--- config.mk ---
export PLATFORM = sky130hd
export DESIGN_NAME = clb_config_loader
export DESIGN_NICKNAME = d
export VERILOG_FILES = /design/src/rtl/clb_config_loader.sv
export SDC_FILE = /design/constraint.sdc
export NUM_CORES = 1
export LEC_CHECK = 0
export CORE_MARGIN = 2
export CORE_UTILIZATION = 24
export DETAILED_ROUTE_END_ITERATION = 10
export HOLD_SLACK_MARGIN = 0.08
export PLACE_DENSITY_LB_ADDON = 0.2
export SYNTH_ARGS = -nofsm -noshare
export SYNTH_HDL_FRONTEND = slang
export SYNTH_SLANG_ARGS = --single-unit
--- constraint.sdc ---
create_clock -name clk -period 4.4 [get_ports clk]
set_clock_uncertainty 0.05 [all_clocks]
set_input_delay 0.88 -clock clk [delete_from_list [all_inputs] [get_ports clk]]
set_output_delay 0.88 -clock clk [all_outputs]
set_load 0.03 [all_outputs]
--- src/rtl/clb_config_loader.sv ---
// clb_config_loader: serial configuration writer for the CLB fabric.
// It receives a framed bitstream (sync byte, CLB address, config word and even parity),
// MSB first, and commits each verified word into its per-CLB slot on the flat prog bus.
module clb_config_loader #(
  parameter int         NUM_CLB = 4,
  parameter int         CFG_W   = 17,
  parameter int         ADDR_W  = 2,
  parameter logic [7:0] SYNC    = 8'hA5
) (
  input  logic                     clk,
  input  logic                     rst_n,
  input  logic                     cfg_bit,
  input  logic                     cfg_valid,
  input  logic                     cfg_clear,
  output logic [NUM_CLB*CFG_W-1:0] prog_bus,
  output logic                     busy,
  output logic                     frame_ok,
  output logic                     frame_err,
  output logic                     cfg_done
);

  localparam int CNT_W = $clog2(CFG_W + 1);
  localparam logic [CNT_W-1:0] ADDR_LAST = CNT_W'(ADDR_W - 1);
  localparam logic [CNT_W-1:0] DATA_LAST = CNT_W'(CFG_W - 1);

  typedef enum logic [1:0] {HUNT, ADDR, DATA, PARITY} state_t;

  state_t                          state;
  state_t                          state_next;
  logic [7:0]                      sh;
  logic [7:0]                      sh_shift;
  logic [CNT_W-1:0]                cnt;
  logic [ADDR_W-1:0]               addr_q;
  logic [CFG_W-1:0]                data_q;
  logic [NUM_CLB-1:0][CFG_W-1:0]   slots;
  logic [NUM_CLB-1:0]              mask;
  logic                            frame_end;
  logic                            frame_good;

  // Even parity over the whole frame payload including the parity bit itself.
  function automatic logic parity_ok(input logic [ADDR_W-1:0] a,
                                     input logic [CFG_W-1:0]  d,
                                     input logic              p);
    return (^{a, d, p}) == 1'b0;
  endfunction

  // Unsigned range check; always true when every address maps to a slot.
  function automatic logic addr_in_range(input logic [ADDR_W-1:0] a);
    return {1'b0, a} < (ADDR_W + 1)'(NUM_CLB);
  endfunction

  assign sh_shift   = {sh[6:0], cfg_bit};
  // A clear on the same edge wins over the parity bit, so the frame simply vanishes.
  assign frame_end  = cfg_valid && !cfg_clear && (state == PARITY);
  assign frame_good = frame_end && parity_ok(addr_q, data_q, cfg_bit) && addr_in_range(addr_q);
  assign prog_bus   = slots;

  // State register: clear forces the hunt state regardless of cfg_valid.
  always_ff @(posedge clk or negedge rst_n) begin
    if (!rst_n) begin
      state <= HUNT;
    end else begin
      state <= state_next;
    end
  end

  // Next-state logic: advance only on accepted bits; the parity bit returns to HUNT.
  always_comb begin
    state_next = state;
    if (cfg_clear) begin
      state_next = HUNT;
    end else if (cfg_valid) begin
      case (state)
        HUNT:    if (sh_shift == SYNC) state_next = ADDR;
        ADDR:    if (cnt == ADDR_LAST) state_next = DATA;
        DATA:    if (cnt == DATA_LAST) state_next = PARITY;
        PARITY:  state_next = HUNT;
        default: state_next = HUNT;
      endcase
    end
  end

  // Output decode: busy follows the registered state directly.
  always_comb begin
    busy = (state != HUNT);
  end

  // Frame shifters and bit counter; the sync shifter restarts empty after every lock.
  always_ff @(posedge clk or negedge rst_n) begin
    if (!rst_n) begin
      sh     <= '0;
      cnt    <= '0;
      addr_q <= '0;
      data_q <= '0;
    end else if (cfg_clear) begin
      sh  <= '0;
      cnt <= '0;
    end else if (cfg_valid) begin
      case (state)
        HUNT: begin
          sh  <= (sh_shift == SYNC) ? 8'h00 : sh_shift;
          cnt <= '0;
        end
        ADDR: begin
          addr_q <= ADDR_W'({addr_q, cfg_bit});
          cnt    <= (cnt == ADDR_LAST) ? '0 : cnt + CNT_W'(1);
        end
        DATA: begin
          data_q <= CFG_W'({data_q, cfg_bit});
          cnt    <= (cnt == DATA_LAST) ? '0 : cnt + CNT_W'(1);
        end
        default: begin
          sh  <= '0;
          cnt <= '0;
        end
      endcase
    end
  end

  // Slot commit, written mask, completion flag and the one-cycle result pulses.
  always_ff @(posedge clk or negedge rst_n) begin
    if (!rst_n) begin
      slots     <= '0;
      mask      <= '0;
      cfg_done  <= 1'b0;
      frame_ok  <= 1'b0;
      frame_err <= 1'b0;
    end else begin
      frame_ok  <= 1'b0;
      frame_err <= 1'b0;
      if (cfg_clear) begin
        slots    <= '0;
        mask     <= '0;
        cfg_done <= 1'b0;
      end else begin
        cfg_done <= &mask;
        if (frame_end) begin
          if (frame_good) begin
            for (int i = 0; i < NUM_CLB; i++) begin
              if (addr_q == ADDR_W'(i)) begin
                slots[i] <= data_q;
                mask[i]  <= 1'b1;
              end
            end
            frame_ok <= 1'b1;
          end else begin
            frame_err <= 1'b1;
          end
        end
      end
    end
  end

endmodule

# Yosys cells after proc, flatten, opt, wreduce, memory -nomap -nowiden

Cells that the tools add are included.

Flip-flop bits (word level): 108
Bits of input ports: 5
Output and inout bits: 72
Logic and storage cells: 93

Add/subtract/negate cells: 1
Eq/ne operators: 13
Muxes and demuxes: 36
Bitwise logic cells: 2
Reduce and logical (&&, ||, !) cells: 25

Operators by type and width:

| operator                                               | count |
|---|---|
| two-way mux 68 bit                                     | 3 |
| two-way mux 17 bit                                     | 4 |
| two-way mux 7 bit                                      | 3 |
| two-way mux 5 bit                                      | 4 |
| XOR reduction 20 bit                                   | 1 |
| AND reduction 3 bit                                    | 6 |
| nonzero test 2 bit                                     | 8 |
| one-hot mux 7 bit (2 select lines)                     | 1 |
| two-way mux 4 bit                                      | 3 |
| two-way mux 1 bit                                      | 11 |
| two-way mux 2 bit                                      | 5 |
| one-hot mux 5 bit (2 select lines)                     | 1 |
| inequality test 3 bit (second input constant)          | 3 |
| == test 2 bit (second input constant)                  | 4 |
| == test 8 bit (second input constant)                  | 1 |
| one-hot mux 2 bit (4 select lines)                     | 1 |
| AND reduction 4 bit                                    | 2 |
| adder 5 x 1 -> 5 bit (second input constant)           | 1 |
| == test 5 x 1 -> 1 bit (second input constant)         | 1 |
| == test 5 bit (second input constant)                  | 1 |
| == test 2 x 1 -> 1 bit (second input constant)         | 2 |
| logical NOT 2 bit                                      | 2 |
| logical AND 1 bit                                      | 3 |
| inequality test 2 x 1 -> 1 bit (second input constant) | 1 |
| 4 further kinds                                        | 5 |

# Depth between registers and ports, before layout

Gate-level depths: netlist (run 1).

Depth in word-level cells: 7
Gate-level depth with buffers: 10
Depth with buffers taken out: 8

# Worst setup path after synthesis (run 1)

OpenSTA, ideal clock, no wires.

Kind: input-to-reg
From: in cfg_bit
To: reg slots, in the netlist prog_bus[37]
Library setup time: 0.136 ns
Data arrival time: 2.176 ns
Data required time: 4.214 ns
Path slack: 2.037 ns
Cell stages on the path: 8
Path buffers: 2
Path through: xnor2_1 -> xnor2_1 -> xnor2_2 -> xnor2_2 -> buf_6 -> buf_8 -> o21ai_0 -> a21oi_1

Word-level cells in the longest chain between the ends: 5

Ends and longest elaborated chain:

| element                              | line | source |
|---|---|---|
| start, declared                      | 12   | `input logic cfg_bit,` |
| XOR reduction 20 bit                 | 44   | `return (^{a, d, p}) == 1'b0;` |
| inverter 1 bit                       | 44   |  |
| logical AND 1 bit                    | 55   | `assign frame_good = frame_end && parity_ok(addr_q, data_q, cfg_bit) && addr_in_range(addr_q);` |
| nonzero test 2 bit (no source line)  | -    |  |
| AND reduction 3 bit (no source line) | -    |  |
| end signal, assigned by index        | 141  | `slots[i] <= data_q;` |
| end, declared                        | 35   | `logic [NUM_CLB-1:0][CFG_W-1:0] slots;` |

No other way between the ends.
A chain may end at the register's enable or synchronous reset.

# Worst setup path in the final report (run 1)

Ends and elaborated chain as after synthesis.

==> impl_metrics.tcl, run 1 <==
set metrics [dict create \
    crit_required_ps 4610 \
    tightest_slew_ps 1220 \
    path_depth 8 \
    n_antenna_cell 0 \
    peakVddDrop_mv 0.590 \
    cts.path.max_buffers 2 \
    yosysTopAreaCell "dfrtp_1" \
    setup.worst_path.start "cfg_bit" \
    cts_resized 0 \
    grt_max_degree 84 \
    gr-usage-all-layers_pct 13.9 \
    worst-endpoint-arrival_ps 3730 \
    holdCritPathClass "register to register" \
    setup_ws_ps 885 \
    synth.cell_area_um2 4960 \
    slew_viol_final 0 \
    cpMaxStageDelayCell "xnor2_4" \
    fp.dieH_um 148 \
    grt_pass1_wl_um 23400 \
    synth-adder-area-share_pct 2.77 \
    crit_top_cell "xnor2_1" \
    start_util_pct 24.5 \
    grt_pass1_vias 3903 \
    postCtsSetupBuffers 0 \
    synth-seq-area-share_pct 54.4 \
    synth_top_family_by_area "compound AO/OA/AOI/OAI gates" \
    final_util_pct 30.7 \
    clk_pin_slew_ps 70 \
    timing.critical_path.cells "clkdlybuf4s50_1 > xnor2_1 > xnor2_1 > xnor2_2 > xnor2_4 > buf_4 > o21ai_0 > a21oi_1" \
    cts_tree "done" \
    grt_overflow_total 0 \
    dp_hpwl_um 9470 \
    critPathLaunchType "primary input" \
    syn_nets 505 \
    synth.ff_latch_count 108 \
    drv_cap 0 \
    drt-total-wl_um 14800 \
    synth_commonest_cells "dfrtp_1 (108), a21oi_1 (78), nand3_1 (74), o21ai_0 (74), nand2_1 (25)" \
    synthSimpleGateAreaFrac_pct 12.9 \
    clock-root-buffer "clkbuf_16" \
    avgSynthCellArea_um2 10.2 \
    ios 77 \
    coreArea_um2 20300 \
    slowest_delay_ps 990 \
    vias_per_cell 4.74 \
    hold_viol 0 \
    die_x_um 148 \
    ys_types 33 \
    h-tree-depth 3 \
    ant_nets 0 \
    initialDrtViolationCount 308 \
    wl_per_cell_um 18.0 \
    fp-row-count 52 \
    cp_top_family "XOR/XNOR gates" \
    synth_warnings 0 \
    path_max_fanout 52 \
    post-route-min-period_ps 3510 \
    hold_depth 2 \
    ys_top_cells_by_area "dfrtp_1 (54%), a21oi_1 (7.9%), nand3_1 (7.5%), o21ai_0 (7.5%), mux2_2 (4.3%)" \
    rr_startpoint "data_q[8]" \
    worst-path-buf-inv 2 \
    rsz0062_at_grt "false" \
    synth-main-ff-cell "dfrtp_1" \
    max_slew_margin_pct 18.4 \
    final-setup-viol-count 0 \
    path_class "primary input to register" \
    io_buffers 76 \
    gp_congestion 0.759 \
    leakage_nw 2.51 \
    period_share_pct 79.9 \
    cts_made_buffers 9 \
    syn_inst 489 \
    ctsHoldBuffers 0 \
    setup_tns_ps 0 \
    outcome "finished clean" \
    synthArstFlopShare_pct 100 \
    post-synth-top-area-fraction_pct 54.4 \
    synth_edf_count 0 \
    synthXorXnorAreaFrac_pct 4.31 \
    final_nets 564 \
    first_pass_iters 4 \
    vias 3889 \
    antenna_found_initial 0 \
    dp_slack_ps 481 \
    fmax_mhz 285 \
    synth.area.mux_share_pct 4.31 \
    worst-r2r-cell-count 7 \
    yosysMostFrequentCell "dfrtp_1" \
    worstSetupEndpointType "register" \
    clock_latency_ps 360 \
    clkSinkCount 108 \
    syn2layout_area_growth_pct 25.5 \
    power.density_nw_per_um2 494 \
    drc 0 \
    synth_compound_area_share_pct 16.4 \
    hp-start "mask[3]" \
    drive_above_1_share_pct 9.07 \
    die_area_um2 21900 \
]
==> layout by cell type (no fill, tap or decap), types with 2 or more instances in the layout <==
master	n
mux2_2	19
and3_1	4
nand2_1	25
and2_1	2
nand2b_1	3
clkinv_4	2
clkdlybuf4s50_1	74
a21oi_1	78
ha_1	11
dfrtp_1	108
buf_4	10
nor2_1	11
inv_1	7
xnor2_1	12
nor4bb_1	2
o21ai_1	4
nor2b_1	3
clkbuf_16	9
xnor2_2	2
nor3_1	2
o21ai_0	74
nand3_1	74
bufinv_16	2
==> worst reg2reg max path, cell delays in order (launching register included) <==
cell and delay, ps:
dfrtp_1 560, xnor2_1 310, xnor2_2 150, xnor3_2 460, xnor2_4 970, buf_4 380
o21ai_0 120, a21oi_1 190
==> layout make-up <==
cell class | count | area, um^2
Fill cell | 2100 | 14100
Sequential cell | 108 | 2700
Multi-Input combinational cell | 337 | 2030
Timing Repair Buffer | 85 | 821
Tap cell | 270 | 338
Clock buffer | 9 | 225
Clock inverter | 5 | 86.3
Inverter | 7 | 26.3
==> metrics by stage <==
step | area (um^2) | total power [mW] | instances | hold WS [ps]
global placement | 5920 | 2.20 | 807 | 428
CTS | 6230 | 3.10 | 821 | 456
global route | 6230 | 3.26 | 821 | 485
floorplan | 4960 | 2.16 | 489 | 412
finish | 6230 | 3.08 | 821 | 453
detailed placement | 5920 | 2.22 | 807 | 438
==> flip-flops by register name, summed over array words and instances (netlist names), 2 cells and up <==
| name | count |
|---|---|
| sh | 7 |
| addr_q | 2 |
| state | 2 |
| mask | 4 |
| data_q | 17 |
| prog_bus | 68 |
| cnt | 5 |
==> cell families (layout without fill, tap and decap cells) <==
family	Yosys count	in the layout
AND/OR/NAND/NOR	129	129
flip-flops	108	108
adder cells (fa/ha/maj)	11	11
AO/OA/AOI/OAI	160	160
XOR/XNOR	18	18
multiplexers	19	19
buffers and inverters	44	106
==> power by group <==
group	leakage, nW	total (mW)	switching, mW	internal, mW
combinational	0.860	1.13	0.874	0.261
clock	0.152	0.870	0.373	0.497
sequential	1.50	1.07	0.0484	1.02
==> metal layers <==
metal	vias up	wire (um)	global-route usage (%)
li1	1848	-	-
met1	1912	6680	19.6
met2	112	6850	21.1
met3	17	1030	3.86
met4	0	200	3.33
met5	-	0	0
==> final timing paths <==
| check | endpoint | slack, ps |
|---|---|---|
| setup / recovery | prog_bus[37] | 890 |
| hold / removal | mask[3] | 450 |
| setup reg to reg | prog_bus[37] | 1130 |
| hold reg to reg | mask[3] | 450 |
| max in group asynchronous | sh[4] | 2820 |
| min in group asynchronous | prog_bus[25] | 660 |
(Power assumes the default switching activity.)
==> run 2: changes to the inputs <==
- clock period: 4.4 -> 3.23 ns (I/O delays scaled with it)
==> impl_metrics.tcl, run 2 (synthesized netlist as in run 1, its figures left out) <==
set metrics [dict create \
    drive_above_1_share_pct 10.8 \
    n_antenna_cell 0 \
    max_slew_margin_pct 40.1 \
    drc 0 \
    path_max_fanout 6 \
    first_pass_iters 4 \
    grt_overflow_total 0 \
    postCtsSetupBuffers 0 \
    cts.path.max_buffers 2 \
    fp.dieH_um 148 \
    clkSinkCount 108 \
    power.density_nw_per_um2 674 \
    clock_latency_ps 360 \
    grt_pass1_wl_um 23200 \
    fp-row-count 52 \
    cts_tree "done" \
    ctsHoldBuffers 0 \
    cts_made_buffers 9 \
    grt_pass1_vias 3963 \
    io_buffers 76 \
    largest_register_ffs 68 \
    period_share_pct 80.1 \
    vias 3942 \
    die_area_um2 21900 \
    drt-total-wl_um 14700 \
    rsz0062_at_grt "false" \
    final_nets 575 \
    drv_cap 0 \
    mostFrequentLayoutCells "dfrtp_1 (108), a21oi_1 (78), nand3_1 (74), o21ai_0 (74), clkdlybuf4s50_1 (74)" \
    crit_required_ps 2530 \
    worstSetupEndpointType "output pin" \
    reg2reg_slack_ps 710 \
    initialDrtViolationCount 254 \
    final-setup-viol-count 0 \
    coreArea_um2 20300 \
    mostFrequentLayoutCell "dfrtp_1" \
    clk_pin_slew_ps 80 \
    tightest_slew_ps 898 \
    gr-usage-all-layers_pct 13.7 \
    antenna_found_initial 0 \
    final_util_pct 31.1 \
    worst-endpoint-arrival_ps 1890 \
    slew_viol_final 0 \
    fill_cells 2142 \
    leakage_nw 2.57 \
    start_util_pct 24.5 \
    ios 77 \
    post-route-min-period_ps 2590 \
    die_x_um 148 \
    fmax_mhz 386 \
    hold_viol 0 \
    multi_input_area_um2 2030 \
    syn2layout_area_growth_pct 27.2 \
    critPathLaunchType "register" \
    vias_per_cell 4.73 \
    setup_tns_ps 0 \
    path_class "register to output pin" \
    cts_resized 0 \
    gp_congestion 0.736 \
    clock-root-buffer "clkbuf_16" \
    seqCellArea_um2 2700 \
    wl_per_cell_um 17.6 \
    holdCritPathClass "primary input to async pin" \
    h-tree-depth 3 \
    ant_nets 0 \
    outcome "finished clean" \
    dp_hpwl_um 9460 \
    grt_max_degree 109 \
    peakVddDrop_mv 0.806 \
]
-- run 2: changes by cell type in the layout (fill, tap and decap cells not counted) --
cell	previous run	this run
buf_4	10	18
buf_12	0	3
bufinv_16	2	0
clkbuf_1	0	2
clkinvlp_4	0	1
inv_8	0	1
-- run 2: routing by layer --
metal	part of all wire, %	vias up	GRT usage [%]
met3	5.3	20	3.21
met5	0	-	0
met4	2.2	0	4.48
met1	46	1957	19.1
met2	46	100	21.2
li1	-	1865	-
-- run 2: worst paths after layout --
check,from,to,depth (start not counted)
max reg2reg,addr_q[0],prog_bus[23],9
max,state[0],busy,4
max in group asynchronous,rst_n,mask[2],2
min in group clk,mask[2],mask[2],2
min,rst_n,prog_bus[21],2
min reg2reg,mask[2],mask[2],2
-- run 2: cell type report --
cell class              count  share of cell area (%)
multi-input cells         337                    32.2
repair buffers             96                    14.9
flip-flops and latches    108                    42.8
clock inverters             5                   0.713
inverters                   7                   0.416
well taps                 270                    5.35
clock buffers              11                    3.68
-- run 2: per-stage QoR --
| stage | instance area (um^2) | total power [mW] | hold slack [ps] | worst slack [ps] | std cells |
|---|---|---|---|---|---|
| CTS | 6320 | 4.31 | 339 | 617 | 834 |
| floorplan | 4960 | 2.94 | 300 | 1040 | 489 |
| global route | 6320 | 4.50 | 361 | 490 | 834 |
| global placement | 6040 | 3.18 | 431 | 396 | 818 |
| detailed placement | 6040 | 3.21 | 438 | 372 | 818 |
| finish | 6320 | 4.26 | 272 | 643 | 834 |
-- run 2: critical path, cell delays in order (launching register included) --
cell and delay (ps):
dfrtp_1 400, inv_1 80, ha_1 270, inv_1 120, clkdlybuf4s50_1 680
-- run 2: report_power, final --
part	internal, mW	switching (mW)	total (mW)
sequential	1.39	0.0612	1.45
combinational	0.500	1.22	1.72
clock	0.536	0.545	1.08
==> run 3: changes to the inputs <==
- clock period: 3.23 -> 2.2 ns (I/O delays scaled with it)
==> impl_metrics.tcl, run 3 (synthesized netlist as in run 1, its figures left out) <==
set metrics [dict create \
    worst-endpoint-arrival_ps 2460 \
    final-setup-viol-count 71 \
    hold_depth 4 \
    gp_congestion 0.803 \
    die_x_um 148 \
    dp_hpwl_um 10100 \
    mostFrequentLayoutCells "dfrtp_1 (108), clkdlybuf4s50_1 (73), a21oi_1 (57)" \
    fp.dieH_um 148 \
    critPathLaunchType "register" \
    antenna_found_initial 0 \
    drc 0 \
    worst-r2r-cell-count 9 \
    wl_per_cell_um 19.5 \
    path_max_fanout 6 \
    max_slew_margin_pct 57.5 \
    crit_top_cell "xnor2_1" \
    mostFrequentLayoutCell "dfrtp_1" \
    peakVddDrop_mv 1.16 \
    leakage_nw 3.02 \
    holdCritPathClass "primary input to register" \
    period_share_pct 104 \
    first_pass_iters 5 \
    outcome "finished, violations left" \
    start_util_pct 24.5 \
    drt-total-wl_um 17200 \
    fmax_mhz 436 \
    clock_latency_ps 360 \
    worstSetupEndpointType "register" \
    path_class "register to register" \
    clk_pin_slew_ps 80 \
    grt_max_degree 55 \
    reg2reg_slack_ps -90 \
    violations "setup timing" \
    vias_per_cell 4.89 \
    initialDrtViolationCount 219 \
    use_met3_pct 3.83 \
    h-tree-depth 3 \
    grt_overflow_total 0 \
    slowest_delay_ps 570 \
    cts.path.max_buffers 2 \
    worst-path-buf-inv 3 \
    final_util_pct 37.5 \
    drive_above_1_share_pct 33.8 \
    fp-row-count 52 \
    use_met2_pct 23.7 \
    cts_tree "done" \
    power.density_nw_per_um2 1470 \
    gr-usage-all-layers_pct 14.9 \
    grt_pass1_wl_um 25000 \
    cpMaxStageDelayCell "xnor3_2" \
    hp-start "cfg_clear" \
    hold_viol 0 \
    reg2reg_to "prog_bus[54]" \
    syn2layout_area_growth_pct 53.5 \
    largest_register_ffs 68 \
    cp_top_family "XOR/XNOR gates" \
    clock-root-buffer "clkbuf_16" \
    final_cells 886 \
    rr_startpoint "data_q[6]" \
    min_to "state[0]" \
    dp_cells 844 \
    die_area_um2 21900 \
    grtUsageMet1_pct 20.5 \
    coreArea_um2 20300 \
    vias 4333 \
    setup_ws_ps -91.7 \
    rsz0062_at_grt "true" \
    crit_required_ps 2370 \
    drv_cap 0 \
    clkSinkCount 108 \
    top_usage_layer "met2" \
    post-route-min-period_ps 2290 \
    io_buffers 76 \
    final_nets 627 \
    cts_made_buffers 9 \
    ios 77 \
    slew_viol_final 0 \
    tightest_slew_ps 637 \
    ant_nets 0 \
    n_antenna_cell 0 \
    timing.critical_path.cells "xnor2_1 > xnor2_1 > xnor3_2 > xor2_4 > buf_6 > buf_12 > clkbuf_16 > nand3_1 > a21oi_1" \
    grt_pass1_vias 4324 \
]
==> run 3: stage by stage <==
stage / instance area, um^2 / setup TNS (ps) / power [mW] / worst slack (ps) / hold WS, ps
CTS: 6960 / -1080 / 8.41 / -48.5 / 405
detailed placement: 6330 / -25730 / 4.87 / -425 / 438
finish: 7620 / -3190 / 11.2 / -91.7 / 421
global placement: 6330 / -26360 / 4.90 / -438 / 432
floorplan: 4960 / 0 / 4.31 / 10.5 / 94.4
global route: 7620 / -8980 / 11.6 / -171 / 462
==> run 3: layer usage <==
layer	vias to the layer above	part of all wire (%)	routed length (um)
met1	2199	45	7740
met3	18	5.8	1010
met5	-	0	0
li1	1990	-	-
met2	126	48	8330
met4	0	0.94	162
==> run 3: cell type report <==
type	count	area, um^2
clock buffers	10	239
clock inverters	6	47.5
fillers	1992	12700
inverters	7	26.3
multi-input cells	337	2530
flip-flops and latches	108	2700
well taps	270	338
repair buffers	148	1730
==> run 3: repair_timing <==
item                                   CTS  global route
endpoints found under the hold margin   41             0
resized for setup                       34           149
gates cloned                             5            10
setup endpoints to repair               74            77
pin swaps                               13            31
buffers inserted                         6             4
hold buffers                             1             0
==> run 3: worst max-delay path by stage <==
stage / start / to / slack, ps / depth (start not counted)
floorplan: addr_q[0] / prog_bus[37] / 10 / 10
global placement: cfg_bit / prog_bus[65] / -440 / 8
detailed placement: cfg_bit / prog_bus[55] / -420 / 8
CTS: addr_q[1] / prog_bus[44] / -50 / 12
global route: addr_q[1] / prog_bus[38] / -170 / 12
finish: data_q[6] / prog_bus[54] / -90 / 9
==> run 3: worst reg2reg max path: cells and delay by family, from the launching register on <==
family / cells / cell delay, ps
flip-flops: 1 / 390
XOR/XNOR: 4 / 1120
buffers and inverters: 3 / 450
AO/OA/AOI/OAI: 1 / 60
AND/OR/NAND/NOR: 1 / 90
==> run 3: report_power, final <==
| part | total (mW) | leakage [nW] | internal, mW | switching, mW |
|---|---|---|---|---|
| sequential | 2.10 | 1.50 | 2.04 | 0.0510 |
| clock | 1.60 | 0.133 | 0.810 | 0.789 |
| combinational | 7.49 | 1.39 | 3.69 | 3.80 |
| total | 11.2 | 3.02 | 6.55 | 4.64 |
